<file path="src/rtl/btn_pkg.sv">
// Shared definitions for the push-button debouncer: FSM state encoding,
// the default debounce length and a small state-decoding helper.
package btn_pkg;

  // Default number of stable synchronized cycles needed to accept a level.
  localparam int unsigned DEBOUNCE_DEFAULT = 32'd4;

  // Debouncer states; HELD and RELEASING both mean "button accepted as down".
  typedef enum logic [1:0] {
    IDLE      = 2'd0,
    ARMING    = 2'd1,
    HELD      = 2'd2,
    RELEASING = 2'd3
  } btn_state_e;

  // The debounced level is high whenever a press has been accepted and its
  // release has not yet been confirmed.
  function automatic logic is_held_state(input btn_state_e s);
    return (s == HELD) || (s == RELEASING);
  endfunction

endpackage

</file>
<file path="src/rtl/sync2.sv">
// Two-flop synchronizer for a single asynchronous level.
// Both stages clear to 0 under the asynchronous active-low reset.
module sync2 (
  input  logic clk,
  input  logic rst,
  input  logic d,
  output logic q
);

  logic meta_r;
  logic q_r;

  // Shift the raw level through two flops to resolve metastability.
  always_ff @(posedge clk or negedge rst) begin
    if (!rst) begin
      meta_r <= 1'b0;
      q_r    <= 1'b0;
    end else begin
      meta_r <= d;
      q_r    <= meta_r;
    end
  end

  assign q = q_r;

endmodule

</file>
<file path="src/rtl/button_sync_pulse.sv">
// Push-button debouncer: synchronizes a bouncing button level, accepts a
// press or release only after DEBOUNCE_CYCLES stable synchronized cycles,
// and emits a one-cycle strobe per accepted press plus a debounced level.
// Optional build macro BTN_RELEASE_PULSE_EN adds a rel_pulse output that
// strobes once per confirmed release (RELEASING -> IDLE).
module button_sync_pulse
  import btn_pkg::*;
#(
  parameter int unsigned DEBOUNCE_CYCLES = DEBOUNCE_DEFAULT
) (
  input  logic clk,
  input  logic rst,
  input  logic btn,
`ifdef BTN_RELEASE_PULSE_EN
  output logic rel_pulse,
`endif
  output logic pulse,
  output logic held
);

  localparam int CNT_W = $clog2(DEBOUNCE_CYCLES);
  localparam logic [CNT_W-1:0] CNT_ZERO = {CNT_W{1'b0}};
  localparam logic [CNT_W-1:0] CNT_ONE  = CNT_W'(32'd1);
  // Last count value; reaching it with the level still stable accepts it.
  localparam logic [CNT_W-1:0] CNT_LAST = CNT_W'(DEBOUNCE_CYCLES - 32'd1);

  logic             sync_btn_s;
  btn_state_e       state_r;
  btn_state_e       state_s;
  logic [CNT_W-1:0] cnt_r;
  logic [CNT_W-1:0] cnt_s;
  logic             pulse_r;
  logic             pulse_s;
  logic             held_r;
  logic             held_s;
`ifdef BTN_RELEASE_PULSE_EN
  logic             rel_pulse_r;
  logic             rel_pulse_s;
`endif

  sync2 u_sync2 (
    .clk (clk),
    .rst (rst),
    .d   (btn),
    .q   (sync_btn_s)
  );

  // Next-state, stability counter and strobe decode.
  always_comb begin
    state_s = state_r;
    cnt_s   = cnt_r;
    pulse_s = 1'b0;
`ifdef BTN_RELEASE_PULSE_EN
    rel_pulse_s = 1'b0;
`endif
    case (state_r)
      IDLE: begin
        if (sync_btn_s) begin
          state_s = ARMING;
          cnt_s   = CNT_ONE;
        end else begin
          cnt_s   = CNT_ZERO;
        end
      end
      ARMING: begin
        if (!sync_btn_s) begin
          // Bounce: fall back silently.
          state_s = IDLE;
          cnt_s   = CNT_ZERO;
        end else if (cnt_r >= CNT_LAST) begin
          state_s = HELD;
          cnt_s   = CNT_ZERO;
          pulse_s = 1'b1;
        end else begin
          cnt_s   = cnt_r + CNT_ONE;
        end
      end
      HELD: begin
        if (!sync_btn_s) begin
          state_s = RELEASING;
          cnt_s   = CNT_ONE;
        end else begin
          cnt_s   = CNT_ZERO;
        end
      end
      RELEASING: begin
        if (sync_btn_s) begin
          // Release glitch: still pressed, no new press strobe.
          state_s = HELD;
          cnt_s   = CNT_ZERO;
        end else if (cnt_r >= CNT_LAST) begin
          state_s = IDLE;
          cnt_s   = CNT_ZERO;
`ifdef BTN_RELEASE_PULSE_EN
          rel_pulse_s = 1'b1;
`endif
        end else begin
          cnt_s   = cnt_r + CNT_ONE;
        end
      end
      default: begin
        state_s = IDLE;
        cnt_s   = CNT_ZERO;
      end
    endcase
    held_s = is_held_state(state_s);
  end

  // State, counter and registered outputs; reset aborts any debounce in flight.
  always_ff @(posedge clk or negedge rst) begin
    if (!rst) begin
      state_r <= IDLE;
      cnt_r   <= CNT_ZERO;
      pulse_r <= 1'b0;
      held_r  <= 1'b0;
    end else begin
      state_r <= state_s;
      cnt_r   <= cnt_s;
      pulse_r <= pulse_s;
      held_r  <= held_s;
    end
  end

`ifdef BTN_RELEASE_PULSE_EN
  // Registered strobe for each confirmed release.
  always_ff @(posedge clk or negedge rst) begin
    if (!rst) begin
      rel_pulse_r <= 1'b0;
    end else begin
      rel_pulse_r <= rel_pulse_s;
    end
  end

  assign rel_pulse = rel_pulse_r;
`endif

  assign pulse = pulse_r;
  assign held  = held_r;

endmodule

</file>
<file path="config.mk">
export PLATFORM = sky130hd
export DESIGN_NAME = button_sync_pulse
export DESIGN_NICKNAME = d
export VERILOG_FILES = /design/src/rtl/btn_pkg.sv /design/src/rtl/sync2.sv /design/src/rtl/button_sync_pulse.sv
export SDC_FILE = /design/constraint.sdc
export NUM_CORES = 1
export LEC_CHECK = 0
export ABC_CLOCK_PERIOD_IN_PS = 2800
export CORE_AREA = 2 2 39 41
export DETAILED_ROUTE_END_ITERATION = 8
export DIE_AREA = 0 0 41 43
export PLACE_DENSITY = 0.43
export SKIP_CTS_REPAIR_TIMING = 1
export SLEW_MARGIN = 20
export SYNTH_ARGS = -nofsm -noshare
export SYNTH_HDL_FRONTEND = slang
export SYNTH_SLANG_ARGS = --single-unit
</file>
<file path="constraint.sdc">
create_clock -name clk -period 2.8 [get_ports clk]
set_input_delay 0.42 -clock clk [delete_from_list [all_inputs] [get_ports clk]]
set_output_delay 0.42 -clock clk [all_outputs]
set_load 0.005 [all_outputs]
</file>
== After elaboration in Yosys (flattened, before gate mapping) ==
Index checks and enable logic that the tools add are counted.

* Output and inout bits: 2
* Input bits: 3
* Bits in registers: 8
* Word-level logic and storage cells: 31

* Muxes and demuxes: 16
* Equality and inequality tests: 5
* $add $sub $neg: 1
* Reductions and logical operators: 2
* Magnitude comparators: 1

{| class="wikitable"
|+ Operators by type and width
! operator !! number
|-
| $mux W2 || 9
|-
| $pmux W2 S4 || 2
|-
| $eq A2 B2 Y1 const B || 4
|-
| $mux W1 || 5
|-
| $add A2 B1 Y2 const B || 1
|-
| $eq A2 B1 Y1 const B || 1
|-
| $ge A2 B2 Y1 const B || 1
|-
| $logic_not A2 Y1 || 1
|-
| $logic_or A1 B1 Y1 || 1
|}

== Longest topological paths before layout ==
* Depth after elaboration: 6
* Mapped depth: 3
* Depth with buffers taken out: 3

== Cells and area by module ==
A second synthesis with hierarchy kept.

* Cell total of the unflattened synthesis: 19
* Area total of the unflattened synthesis: 281.5 um^2

{| class="wikitable"
|+ Modules (own cells, without submodules)
! module !! cells an instance !! instances !! area an instance (um^2) !! sequential area each (um^2)
|-
| button_sync_pulse || 17 || 1 || 231.5 || 150.1
|-
| sync2 || 2 || 1 || 50.0 || 50.0
|}

== Least setup slack after synthesis ==
No wires, ideal clock.

* Path type: reg2reg
* Start: register cnt_r[0]
* End: register held_r (netlist: held)
* Path buffers: 0
* Setup time: 0.127 ns
* Setup slack: 1.697 ns
* Arrival: 0.975 ns
* Stages on the path, launching flop included: 4
* Period minus slack after synthesis: 1.103 ns
* Required time: 2.673 ns
* Cell sequence: dfrtp_1 > ha_1 > nand2_2 > mux2_1

* Cells in the longest elaborated chain, start to end: 6
* Elaborated cells between the ends (all ways): 9
* Those cells by class: order compare: 1; eq/ne: 2; mux: 5; reduce/logical: 1

{| class="wikitable"
|+ RTL lines
! element !! line !! source
|-
| start, declared || button_sync_pulse.sv:30 || <nowiki>logic [CNT_W-1:0] cnt_r;</nowiki>
|-
| start signal, assigned || button_sync_pulse.sv:118 || <nowiki>cnt_r <= cnt_s;</nowiki>
|-
| $ge A2 B2 Y1 (*) || button_sync_pulse.sv:70, button_sync_pulse.sv:91 ||
|-
| $mux W2 (on tied branches) || button_sync_pulse.sv:91, button_sync_pulse.sv:70 ||
|-
| $mux W2 (on tied branches) || button_sync_pulse.sv:87, button_sync_pulse.sv:66 ||
|-
| $pmux W2 S4 (*) || button_sync_pulse.sv:56 || <nowiki>case (state_r)</nowiki>
|-
| $eq A2 B2 Y1 || btn_pkg.sv:19 || <nowiki>return (s == HELD) || (s == RELEASING);</nowiki>
|-
| $logic_or A1 B1 Y1 (*) || btn_pkg.sv:19 ||
|-
| named net held_s || button_sync_pulse.sv:35 || <nowiki>logic held_s;</nowiki>
|-
| end signal, assigned || button_sync_pulse.sv:120 || <nowiki>held_r <= held_s;</nowiki>
|-
| end, declared || button_sync_pulse.sv:34 || <nowiki>logic held_r;</nowiki>
|}

Mark *: on every way through the listed nets, which the timed path passes. The rest lies on a longest branch.

== Worst setup path after layout ==
* Start: register pulse_r (netlist: pulse)
* End: output pulse

{| class="wikitable"
|+ RTL lines
! element !! line !! source
|-
| start, declared || button_sync_pulse.sv:32 || <nowiki>logic pulse_r;</nowiki>
|-
| start signal, assigned || button_sync_pulse.sv:119 || <nowiki>pulse_r <= pulse_s;</nowiki>
|-
| end, declared || button_sync_pulse.sv:17 || <nowiki>output logic pulse,</nowiki>
|}

No word-level cell between the ends.

==> impl_metrics.yaml <==
run_status:
  run_status: "complete, no violations"
worst_setup_path:
  worstSetupPathType: "reg2out"
  startpoint: "pulse"
  crit_path_cell_trace: "clkdlybuf4s50_1"
  arrival_ns: 1.05
  critPathTopFamily: "buffers and inverters"
  cp_slowest_cell: "clkdlybuf4s50_1"
  max_stage_delay_ns: 0.49
  crit_path_end_kind: "output pin"
  path_buf_inv: 1
  start_kind: "register"
  rr_startpoint: "cnt_r[0]"
  path_max_fanout: 1
  crit_required_ns: 2.38
yosys:
  synth_top_area_share: 0.711
  synthCells: 19
  synth_commonest_cells: "dfrtp_1 (8), mux2_1 (2), nor2_1 (2)"
  synth_edf_count: 0
  synthTopCellsByArea: "dfrtp_1 (71%), mux2_1 (8.0%), ha_1 (4.4%)"
  ys_seq_area_frac: 0.711
  syn-num-nets: 23
  synth_area_um2: 282
  avgSynthCellArea_um2: 14.8
  synth.distinct_cells: 10
  yosysMostFrequentCell: "dfrtp_1"
  ys.flop_type: "dfrtp_1"
  yosysWarnings: 0
  ys_ff_latch: 8
  async_flop_share: 1.00
  synth_top_cell_by_area: "dfrtp_1"
power:
  intPower_mw: 0.246
  p_sw_mw: 0.0925
  p_per_area_nw_per_um2: 929
  peakVddDrop_mv: 0.238
  p_leak_nw: 0.162
  switching_share: 0.274
  power_frac_seq: 0.522
  pwr-share-clk: 0.248
  p_comb_frac: 0.231
global_routing:
  first_global_vias: 181
  met3_usage: 0.0314
  grt_busiest_layer: "met2"
  grt_antenna_before_repair: 0
  use_met2: 0.0938
  grt_usage: 0.0701
  grt_max_degree: 9
  overflow: 0
  grt_pass1_wl_um: 745
  met1_usage: 0.0702
cells_and_area:
  final_nets: 32
  syn_to_final_growth_pct: 29.3
  drive_above_1_share: 0.154
  antenna_cells: 0
  finalNonFillerCells: 42
placed_design:
  hpwl_um: 303
  place_congestion: 0.695
  place_inst: 39
  portBuffers: 4
timing:
  fmax_ghz: 0.682
  slew_viol_final: 0
  finClkSkew_ns: 0.00206
  slew_headroom: 0.751
  fin_setup_tns_ns: 0
  final_hold_viol_count: 0
  setup_viol: 0
  rsz0062_at_grt: "false"
  fin_crit_ns: 1.47
  finalCritPeriodShare: 0.524
  worst_slew_pin_slew_ns: 0.373
die:
  fp.dieH_um: 43
  die-area_um2: 1760
  die_x_um: 41
  core_um2: 1380
  rows: 14
  io_pins: 5
  start_util: 0.203
clocking:
  clock-sinks: 8
  cts_tree: "yes"
  clkTransAtPathRegs_ns: 0.05
  cts_buffer_depth: 2
  numCtsBuffers: 3
  insertion_delay_ns: 0.24
  cts-htree-levels: 1
  clock-root-buffer: "clkbuf_4"
route:
  drt_pass1_iterations: 1
  wl_per_cell_um: 9.24
  antenna_left: 0
  vias: 166
  route.detailed.drc: 0
  drt_iter0_drc: 0
  post_drt_via_cell_ratio: 3.95
  wl_um: 388
job:
  cap_viol_max_count: 0
hold_path:
  hold_start: "u_sync2.meta_r"
  hp-class: "reg2reg"
-- cell type report --
cell class	count	area [um2]
Clock buffer	3	22.5
Fill cell	143	1020
Multi-Input combinational cell	11	81.3
Sequential cell	8	200
Tap cell	16	20.0
Timing Repair Buffer	4	40.0
-- path summary, 6_finish.rpt --
path	end	slack (ns)	cells past startpoint
worst min register to register	u_sync2.q	0.34	0
worst max-delay path	pulse	1.33	1
max in group asynchronous	held	2.08	1
worst min-delay path	u_sync2.q	0.34	0
worst max register to register	held	1.64	3
min in group asynchronous	state_r[0]	0.46	1
-- per-stage QoR --
step                area [um2]  total power, mW  hold WS, ns   util  worst slack (ns)
finish                     364            0.338        0.345  0.263              1.33
global route               364            0.369        0.366  0.263              1.27
CTS                        364            0.347        0.348  0.263              1.31
detailed placement         342            0.258        0.338  0.247              1.59
global placement           342            0.249        0.337  0.247              1.59
floorplan                  282            0.224        0.124      -              1.70
-- cell families (layout without fill, tap and decap cells) --
family,after synthesis,count (layout),synth area share
flip-flops,8,8,0.711
AND/OR/NAND/NOR,5,5,0.0889
AO/OA/AOI/OAI,2,2,0.0444
multiplexers,2,2,0.0800
adder cells (fa/ha/maj),1,1,0.0444
XOR/XNOR,1,1,0.0311
buffers and inverters,0,7,0
-- state kept, by name (all words and copies together), names as in the netlist --
name            count
held                1
cnt_r               2
u_sync2.q           1
pulse               1
state_r             2
u_sync2.meta_r      1
-- power groups by stage --
stage / logic [mW] / clock network, mW / registers (mW)
floorplan: 0.0498 / 0 / 0.174
global placement: 0.0738 / 0 / 0.175
detailed placement: 0.0797 / 0 / 0.178
CTS: 0.0799 / 0.0902 / 0.177
global route: 0.0888 / 0.0977 / 0.182
finish: 0.0781 / 0.0838 / 0.176
-- metal layers --
layer / part of all wire / vias to the layer above
met3: 0.052 / 0
met1: 0.40 / 83
met5: 0 / -
li1: - / 78
met4: 0 / 0
met2: 0.54 / 5
-- placed cells by master, fill, tap and decap left out, drive strengths merged --
master / Yosys / final
nand2: 2 / 2
a21oi: 1 / 1
xnor2: 1 / 1
dfrtp: 8 / 8
clkdlybuf4s50: 0 / 4
nor2: 2 / 2
nor3b: 1 / 1
o21a: 1 / 1
mux2: 2 / 2
ha: 1 / 1
clkbuf: 0 / 3
Power figures use the tool's default switching activity.
